`src/rtl/dat_mem_arb_pkg.sv`:
```
// Shared types for the data-memory arbiter.
//   addr_t / data_t : default-width address and data words
//   arb_state_t     : arbiter FSM states
//   LCW             : lock counter width for the default MAX_LOCK
package dat_mem_arb_pkg;

  localparam int unsigned AW_DEF       = 8;
  localparam int unsigned DW_DEF       = 8;
  localparam int unsigned MAX_LOCK_DEF = 4;
  localparam int unsigned LCW          = $clog2(MAX_LOCK_DEF + 1);

  typedef logic [AW_DEF-1:0] addr_t;
  typedef logic [DW_DEF-1:0] data_t;

  typedef enum logic [1:0] {
    ARB   = 2'd0,
    LOCK0 = 2'd1,
    LOCK1 = 2'd2
  } arb_state_t;

endpackage

```
`src/rtl/dat_mem_arb_rr2.sv`:
```
// Combinational two-way round-robin pick.
//   req  in  2  request vector
//   last in  1  index of the previous winner
//   gnt  out 2  one-hot (or zero) grant; on a tie the port other than last wins
module arb_rr2 (
  input  logic [1:0] req,
  input  logic       last,
  output logic [1:0] gnt
);

  always_comb begin
    gnt    = '0;
    gnt[0] = req[0] & (~req[1] | last);
    gnt[1] = req[1] & (~req[0] | ~last);
  end

endmodule

```
`src/rtl/dat_mem_arb.sv`:
```
// Two-requester arbiter for the single-port data memory.
// Port 0 = core load/store unit, port 1 = loader/DMA engine.
//   clk, rst_n                 clock, asynchronous active-low reset
//   req*/we*/addr*/wdata*      per-port request, write enable, address, write data
//   lock*                      hold the grant for the following cycle
//   gnt*                       combinational grant (transfer happens this cycle)
//   rvalid*/rdata*             registered read response, one cycle after a granted read
//   mem_addr/mem_wr_en/mem_dat_in/mem_dat_out   memory interface
module dat_mem_arb
  import dat_mem_arb_pkg::*;
#(
  parameter int unsigned AW       = AW_DEF,
  parameter int unsigned DW       = DW_DEF,
  parameter int unsigned MAX_LOCK = MAX_LOCK_DEF
) (
  input  logic          clk,
  input  logic          rst_n,
  input  logic          req0,
  input  logic          req1,
  input  logic          we0,
  input  logic          we1,
  input  logic [AW-1:0] addr0,
  input  logic [AW-1:0] addr1,
  input  logic [DW-1:0] wdata0,
  input  logic [DW-1:0] wdata1,
  input  logic          lock0,
  input  logic          lock1,
  output logic          gnt0,
  output logic          gnt1,
  output logic          rvalid0,
  output logic          rvalid1,
  output logic [DW-1:0] rdata0,
  output logic [DW-1:0] rdata1,
  output logic [AW-1:0] mem_addr,
  output logic          mem_wr_en,
  output logic [DW-1:0] mem_dat_in,
  input  logic [DW-1:0] mem_dat_out
);

  localparam int unsigned CW = $clog2(MAX_LOCK + 1);
  localparam logic [CW-1:0] CNT_MAX = CW'(MAX_LOCK);
  localparam logic [CW-1:0] CNT_ONE = CW'(1);

  arb_state_t    state, state_n;
  logic [CW-1:0] lock_cnt, cnt_n;
  logic          last;
  logic [1:0]    req, lock, rr_gnt, gnt_c;
  logic          own, peer;

  assign req  = {req1, req0};
  assign lock = {lock1, lock0};

  arb_rr2 u_rr (
    .req  (req),
    .last (last),
    .gnt  (rr_gnt)
  );

  // State register, lock counter, round-robin pointer and read responses
  always_ff @(posedge clk or negedge rst_n) begin
    if (!rst_n) begin
      state    <= ARB;
      lock_cnt <= '0;
      last     <= 1'b1;
      rvalid0  <= 1'b0;
      rvalid1  <= 1'b0;
      rdata0   <= '0;
      rdata1   <= '0;
    end else begin
      state    <= state_n;
      lock_cnt <= cnt_n;
      if (gnt_c[0])      last <= 1'b0;
      else if (gnt_c[1]) last <= 1'b1;
      rvalid0 <= gnt_c[0] & ~we0;
      rvalid1 <= gnt_c[1] & ~we1;
      if (gnt_c[0] && !we0) rdata0 <= mem_dat_out;
      if (gnt_c[1] && !we1) rdata1 <= mem_dat_out;
    end
  end

  // Next state and grant. Both lock states share one path: own = locked port.
  always_comb begin
    state_n = state;
    cnt_n   = lock_cnt;
    gnt_c   = '0;
    own     = (state == LOCK1);
    peer    = ~own;
    unique case (state)
      ARB: begin
        gnt_c = rr_gnt;
        cnt_n = '0;
        if (rr_gnt[0] && lock0) begin
          state_n = LOCK0;
          cnt_n   = CNT_ONE;
        end else if (rr_gnt[1] && lock1) begin
          state_n = LOCK1;
          cnt_n   = CNT_ONE;
        end
      end
      LOCK0, LOCK1: begin
        if (!req[own]) begin
          gnt_c[peer] = req[peer];
          state_n     = ARB;
          cnt_n       = '0;
        end else if (req[peer] && lock_cnt == CNT_MAX) begin
          // Forced hand-over: the waiting peer gets this slot.
          gnt_c[peer] = 1'b1;
          state_n     = lock[peer] ? (peer ? LOCK1 : LOCK0) : ARB;
          cnt_n       = lock[peer] ? CNT_ONE : '0;
        end else begin
          gnt_c[own] = 1'b1;
          if (lock[own]) begin
            cnt_n = (lock_cnt == CNT_MAX) ? lock_cnt : lock_cnt + CNT_ONE;
          end else begin
            state_n = ARB;
            cnt_n   = '0;
          end
        end
      end
      default: begin
        state_n = ARB;
        cnt_n   = '0;
      end
    endcase
  end

  // Outputs: grants are suppressed while reset is asserted so no write commits.
  always_comb begin
    gnt0       = gnt_c[0] & rst_n;
    gnt1       = gnt_c[1] & rst_n;
    mem_addr   = gnt1 ? addr1  : addr0;
    mem_dat_in = gnt1 ? wdata1 : wdata0;
    mem_wr_en  = (gnt0 & we0) | (gnt1 & we1);
  end

endmodule

```
`config.mk`:
```
export PLATFORM = sky130hd
export DESIGN_NAME = dat_mem_arb
export DESIGN_NICKNAME = d
export VERILOG_FILES = /design/src/rtl/dat_mem_arb_pkg.sv /design/src/rtl/dat_mem_arb_rr2.sv /design/src/rtl/dat_mem_arb.sv
export SDC_FILE = /design/constraint.sdc
export NUM_CORES = 1
export LEC_CHECK = 0
export BUFFER_PORTS_ARGS = -buffer_cell sky130_fd_sc_hd__buf_2
export CAP_MARGIN = 20
export CELL_PAD_IN_SITES_DETAIL_PLACEMENT = 0
export CELL_PAD_IN_SITES_GLOBAL_PLACEMENT = 1
export CORE_MARGIN = 1
export CORE_UTILIZATION = 36
export DETAILED_ROUTE_END_ITERATION = 12
export HOLD_SLACK_MARGIN = 0.08
export PLACE_DENSITY = 0.95
export SLEW_MARGIN = 20
export SYNTH_ARGS = -nofsm -noshare
export SYNTH_HDL_FRONTEND = slang
export SYNTH_SLANG_ARGS = --single-unit
```
`constraint.sdc`:
```
create_clock -name clk -period 6.5 [get_ports clk]
set_clock_uncertainty 0.1 [all_clocks]
set_input_delay 0.65 -clock clk [delete_from_list [all_inputs] [get_ports clk]]
set_output_delay 0.65 -clock clk [all_outputs]
set_load 0.01 [all_outputs]
```
; After elaboration in Yosys (flattened, before gate mapping)
; Index checks and enable logic that the tools add are counted.
[word_totals]
regBits = 24
inputBits = 48
output_inout_bits = 37
elab_cells = 84
[classes]
addsub = 1
n_lt_le_gt_ge = 4
n_eq_ne = 6
mux = 35
bitwise_logic = 18
reduce_logical = 13
[op_table]
columns = operator, n
row1 = 2-to-1 mux 2 bit, 9
row2 = 2-to-1 mux 8 bit, 2
row3 = 2-to-1 mux 1 bit, 15
row4 = 2-to-1 mux 3 bit, 4
row5 = bitwise AND 1 bit, 8
row6 = case mux 2 bit (2 select lines), 2
row7 = logical AND 1 bit, 7
row8 = NOT 1 bit, 6
row9 = case mux 3 bit (2 select lines), 1
row10 = "!= test 5 bit, second input constant", 1
row11 = "less-than comparator 1 x 2 -> 1 bit, second input constant", 2
row12 = "!= test 4 bit, second input constant", 1
row13 = "adder 3 x 1 -> 3 bit, second input constant", 1
row14 = "== test 3 bit, second input constant", 1
row15 = "!= test 3 bit, second input constant", 1
row16 = OR 1 bit, 3
row17 = bitwise AND 2 bit, 1
row18 = demux 1 bit (select 1 bit), 2
row19 = "== test 2 x 1 -> 1 bit, second input constant", 1
row20 = "== test 2 bit, second input constant", 1
row21 = ">= comparator 1 bit, second input constant", 2
row22 = logical NOT 1 bit, 2
row23 = logical NOT 2 bit, 1
row24 = AND reduction 2 bit, 1
row25 = 2 further kinds, 2

; Longest topological paths before layout
[logic_depth]
ltp_word = 12
depth_mapped = 11
mapped_depth_nobuf = 8

; By module
; Synthesis repeated with hierarchy kept, for this count alone.
[unflattened]
cells_unflattened = 133
hier_area_um2 = 1587.8
[modules_own_cells]
columns = module, instances, cells_each, area_per_inst_um2, seq_area_each_um2
row1 = dat_mem_arb, 1, 130, 1569.0, 601.8
row2 = arb_rr2, 1, 3, 18.8, 0.0

; Worst setup path after synthesis
; No wires, ideal clock.
[synth_timing]
path_type = reg-to-output
from = register state[0]
to = output port mem_addr[0]
arrival_ns = 1.847
required_time_ns = 5.750
slack_ns = 3.903
stages_incl_launch_ff = 11
n_path_buf = 3
cell_sequence = dfrtp_1 > inv_1 > ha_1 > buf_6 > a21bo_4 > nand3_2 > a2bb2oi_2 > nand2b_4 > buf_6 > buf_12 > mux2_4
[synth_via]
elab_chain_len = 11
word_cells_on_any_way = 26
classes_between = order compare: 4 / eq/ne: 2 / mux: 12 / bitwise: 3 / reduce/logical: 5
[synth_lines]
columns = element, line_no
row1 = start: declaration, dat_mem_arb.sv:44  ; arb_state_t state, state_n;
row2 = start signal: assignment, dat_mem_arb.sv:70  ; state <= state_n;
row3 = == test 2 bit, "dat_mem_arb.sv:86, dat_mem_arb.sv:88"
row4 = NOT 1 bit, dat_mem_arb.sv:87  ; peer = ~own;
row5 = less-than comparator 1 x 2 -> 1 bit (implied by the code) or >= comparator 1 bit (tied branches), "dat_mem_arb.sv:102, dat_mem_arb.sv:107"
row6 = logical AND 1 bit (implied by the code), "dat_mem_arb.sv:102, dat_mem_arb.sv:107"
row7 = 2-to-1 mux 1 bit (implied by the code), "dat_mem_arb.sv:102, dat_mem_arb.sv:107"
row8 = demux 1 bit (select 1 bit), "dat_mem_arb.sv:102, dat_mem_arb.sv:107"
row9 = bitwise AND 2 bit (no source line) or 2-to-1 mux 2 bit (tied branches), n/a
row10 = 2-to-1 mux 2 bit, dat_mem_arb.sv:101  ; if (!req[own]) begin
row11 = case mux 2 bit (2 select lines) (*), dat_mem_arb.sv:88  ; unique case (state)
row12 = bitwise AND 1 bit (*), dat_mem_arb.sv:130  ; gnt1 = gnt_c[1] & rst_n;
row13 = 2-to-1 mux 8 bit (*), dat_mem_arb.sv:131  ; mem_addr = gnt1 ? addr1 : addr0;
row14 = end: declaration, dat_mem_arb.sv:34  ; output logic [AW-1:0] mem_addr,
; Every way passes the cells marked *; elsewhere a longest branch is shown, timed or not. The select of a mux whose other input is x is not followed.

; Worst setup path after layout
[layout_timing]
from = register state[0]
to = output port mem_dat_in[4]
[layout_via]
elab_chain_len = 11
word_cells_on_any_way = 26
classes_between = order compare: 4 / eq/ne: 2 / mux: 12 / bitwise: 3 / reduce/logical: 5
[layout_lines]
columns = element, line_no
row1 = == test 2 bit, "dat_mem_arb.sv:86, dat_mem_arb.sv:88"
row2 = NOT 1 bit, dat_mem_arb.sv:87
row3 = less-than comparator 1 x 2 -> 1 bit (implied by the code) or >= comparator 1 bit (tied branches), "dat_mem_arb.sv:102, dat_mem_arb.sv:107"
row4 = logical AND 1 bit (implied by the code), "dat_mem_arb.sv:102, dat_mem_arb.sv:107"
row5 = 2-to-1 mux 1 bit (implied by the code), "dat_mem_arb.sv:102, dat_mem_arb.sv:107"
row6 = demux 1 bit (select 1 bit), "dat_mem_arb.sv:102, dat_mem_arb.sv:107"
row7 = bitwise AND 2 bit (no source line) or 2-to-1 mux 2 bit (tied branches), n/a
row8 = 2-to-1 mux 2 bit, dat_mem_arb.sv:101
row9 = case mux 2 bit (2 select lines) (*), dat_mem_arb.sv:88
row10 = bitwise AND 1 bit (*), dat_mem_arb.sv:130
row11 = 2-to-1 mux 8 bit (*), dat_mem_arb.sv:132  ; mem_dat_in = gnt1 ? wdata1 : wdata0;
row12 = end: declaration, dat_mem_arb.sv:36  ; output logic [DW-1:0] mem_dat_in,
; Marks and branches as above.

==> impl_metrics.env <==
export IMPL_p_leak_nw=1.07
export IMPL_average_wire_per_cell_in_the_routed_design_um=13.3
export IMPL_pre_cts_ws_ps=3640
export IMPL_critical_path_n_buffers_inverters=2
export IMPL_grt_first_pass_wirelength_mm=5.24
export IMPL_total_power_uw=864
export IMPL_timing_worst_slew_pin_value_ps=601
export IMPL_cp_arrival_ps=2420
export IMPL_mappedNetlistNets=183
export IMPL_worst_r2r_startpoint="state[0]"
export IMPL_worst_setup_path_type="flip-flop to output pin"
export IMPL_cap_violations=0
export IMPL_critical_path_cell_count=8
export IMPL_core_area_mm2=0.00409
export IMPL_grt_antenna_before_repair=0
export IMPL_crit_path_slowest_cell="sky130_fd_sc_hd__dfrtp_1"
export IMPL_tritoncts_clock_tree="done"
export IMPL_die_h_um=67.8
export IMPL_grt_setup_unrepaired="false"
export IMPL_die_width_um=67.8
export IMPL_cpLargestDelayFamily="simple AND/OR/NAND/NOR gates"
export IMPL_power_density_mw_per_mm2=420
export IMPL_worst_setup_path_start_kind="flip-flop"
export IMPL_yosys_warnings=0
export IMPL_routed_wirelength_mm=3.50
export IMPL_area_growth_syn_to_layout_pct=32.1
export IMPL_diodes=0
export IMPL_drtPass1Iterations=4
export IMPL_yosysSeqAreaShare_pct=38.6
export IMPL_postCtsSetupBuffers=0
export IMPL_insertion_delay_ps=270
export IMPL_dp_final_hpwl_mm=2.77
export IMPL_final_max_slew_viol_count=0
export IMPL_grt_start_max_net_pins=28
export IMPL_core_rowCount=23
export IMPL_via_count_of_the_first_global_routing_pass=1184
export IMPL_worst_endpoint_required_ps=5750
export IMPL_setup_worst_path_end_class="output pin"
export IMPL_fill_cells=367
export IMPL_total_of_flip_flops_plus_latches_after_synthesis=24
export IMPL_drt_iter0_markers=59
export IMPL_path_cells="inv_1 -> ha_1 -> nand3b_1 -> nand3_2 -> a2bb2oi_2 -> nand2b_4 -> mux2_2 -> buf_2"
export IMPL_synth_distinct_cells=41
export IMPL_numCtsBuffers=3
export IMPL_post_cts_hold_buffer_count=0
export IMPL_hp_class="input port to async pin"
export IMPL_clock_transition_at_the_registers_of_the_reported_paths_ps=90
export IMPL_post_route_drc=0
export IMPL_critical_path_max_stage_delay_ps=390
export IMPL_number_of_flops_mapped_to_enable_cells_by_yosys=0
export IMPL_max_freq_mhz=316
export IMPL_post_synth_instance_area_mm2=0.00156
export IMPL_drt_antenna_violating_nets=0
export IMPL_critPathMaxFanout=17
export IMPL_global_route_usage_total_pct=15.5
export IMPL_io_buffers=84
export IMPL_tritoncts_num_sinks=24
export IMPL_drive_above_1_share_pct=62.0
export IMPL_postcts_resize_cnt=0
export IMPL_post_synth_inst_count=130
export IMPL_vdd_ir_drop_max_uv=243
export IMPL_critPathLaunch="state[0]"
export IMPL_status="finished clean"
export IMPL_vias=1271
export IMPL_fin_setup_tns_ps=0
export IMPL_layout_setup_ws_ps=3330
export IMPL_maxSlewHeadroom_pct=59.9
export IMPL_viasPerCell=4.83
export IMPL_timing_hold_ws_ps=279
export IMPL_finish_net_count=267
export IMPL_synth_async_reset_ratio_pct=100
export IMPL_dieArea_mm2=0.00460
export IMPL_reg2regPathDepth=8
export IMPL_period_needed_ps=3170
export IMPL_hold_violations=0
export IMPL_routabilityCongestion=0.830
export IMPL_cts_max_path_buffers=2
export IMPL_utilization_pct=50.4
export IMPL_final_min_period_over_clock_period_pct=48.7
export IMPL_syn_area_per_cell_um2=12.0
export IMPL_overflow=0
export IMPL_ctsHtreeMaxLevel=1
export IMPL_finalSetupViolations=0
export IMPL_synth_flop_cell="sky130_fd_sc_hd__dfrtp_1"
export IMPL_ioPinCount=85
export IMPL_initial_core_util_pct=38.2
export IMPL_clock_root_buffer="sky130_fd_sc_hd__clkbuf_8"
## per-layer routing
layer / up-vias / wire [um] / GRT usage, %
li1: 631 / - / -
met1: 577 / 1530 / 19.6
met2: 57 / 1680 / 25.6
met3: 6 / 238 / 3.04
met4: 0 / 56 / 6.25
met5: - / 0 / 0
## state kept, by name (all words and copies together), names as in the netlist
signal    count
lock_cnt      3
last          1
rdata1        8
rvalid0       1
rvalid1       1
state         2
rdata0        8
## area by class of cell
| type | count | area, um2 | share of cell area, % |
|---|---|---|---|
| multi-input combinational | 92 | 860 | 41.7 |
| sequential | 24 | 602 | 29.2 |
| timing repair buffer | 84 | 420 | 20.4 |
| tap | 50 | 62.6 | 3.04 |
| inverter | 9 | 43.8 | 2.13 |
| clock buffer | 3 | 41.3 | 2.00 |
| clock inverter | 1 | 30.0 | 1.46 |
## where the power goes
| part | leakage [nW] | total, mW | switching (mW) | internal [mW] |
|---|---|---|---|---|
| combinational | 0.746 | 0.476 | 0.222 | 0.254 |
| clock | 0.0357 | 0.131 | 0.0487 | 0.0824 |
| sequential | 0.292 | 0.257 | 0.0369 | 0.220 |
## worst reg2reg max path, delay by kind of cell, from the launching register on
family	cells	cell delay (ps)
flops	1	390
compound gates	2	260
fa+ha+maj	1	330
simple gates	2	560
mux	1	300
buf+inv	2	210
## synth_stat cells, types with 2 or more instances
| cell | n | share of area (%) |
|---|---|---|
| sky130_fd_sc_hd__mux2_4 | 17 | 16 |
| sky130_fd_sc_hd__a32o_1 | 2 | 1.3 |
| sky130_fd_sc_hd__and2_1 | 3 | 1.2 |
| sky130_fd_sc_hd__dfrtp_1 | 23 | 37 |
| sky130_fd_sc_hd__nor2_1 | 7 | 1.7 |
| sky130_fd_sc_hd__mux2i_1 | 2 | 1.3 |
| sky130_fd_sc_hd__a21oi_1 | 4 | 1.3 |
| sky130_fd_sc_hd__buf_6 | 2 | 1.4 |
| sky130_fd_sc_hd__a31oi_1 | 3 | 1.2 |
| sky130_fd_sc_hd__nand3_1 | 3 | 0.96 |
| sky130_fd_sc_hd__ha_1 | 5 | 4.0 |
| sky130_fd_sc_hd__nand2_1 | 7 | 1.7 |
| sky130_fd_sc_hd__inv_1 | 7 | 1.7 |
| sky130_fd_sc_hd__mux2_2 | 16 | 12 |
| sky130_fd_sc_hd__o21ai_0 | 2 | 0.64 |
| sky130_fd_sc_hd__nand3b_1 | 2 | 0.96 |
## per-stage QoR
stage | cells | instance area [um2]
CTS | 263 | 2060
detailed placement | 259 | 1990
floorplan | 130 | 1560
global placement | 259 | 1990
global route | 263 | 2060
finish | 263 | 2060
## cells in the final DEF, fill, tap and decap left out, types with 2 or more instances in the layout
cell	instances
sky130_fd_sc_hd__buf_2	84
sky130_fd_sc_hd__dfrtp_1	23
sky130_fd_sc_hd__mux2_4	17
sky130_fd_sc_hd__mux2_2	16
sky130_fd_sc_hd__inv_1	7
sky130_fd_sc_hd__nand2_1	7
sky130_fd_sc_hd__nor2_1	7
sky130_fd_sc_hd__ha_1	5
sky130_fd_sc_hd__a21oi_1	4
sky130_fd_sc_hd__nand3_1	3
sky130_fd_sc_hd__and2_1	3
sky130_fd_sc_hd__a31oi_1	3
sky130_fd_sc_hd__clkbuf_8	3
sky130_fd_sc_hd__nand3b_1	2
sky130_fd_sc_hd__a32o_1	2
sky130_fd_sc_hd__mux2i_1	2
sky130_fd_sc_hd__o21ai_0	2
## cells by family (layout without fill, tap and decap cells)
logic type,Yosys count,count (layout),share of synthesized area [%]
AND/OR/NAND/NOR,33,33,12.4
flip-flops,24,24,38.6
AO/OA/AOI/OAI,19,19,9.55
buffers and inverters,14,97,6.26
multiplexers,35,35,29.2
adder cells (fa/ha/maj),5,5,4.01
## path summary, 6_finish.rpt
check / to / slack (ps)
setup / recovery: mem_dat_in[4] / 3330
hold / removal: rdata1[1] / 280
setup reg to reg: rdata0[3] / 4250
hold reg to reg: last / 390
max in group asynchronous: rdata0[7] / 5620
min in group clk: last / 390
Note: power is estimated with default switching activity, not from simulation.
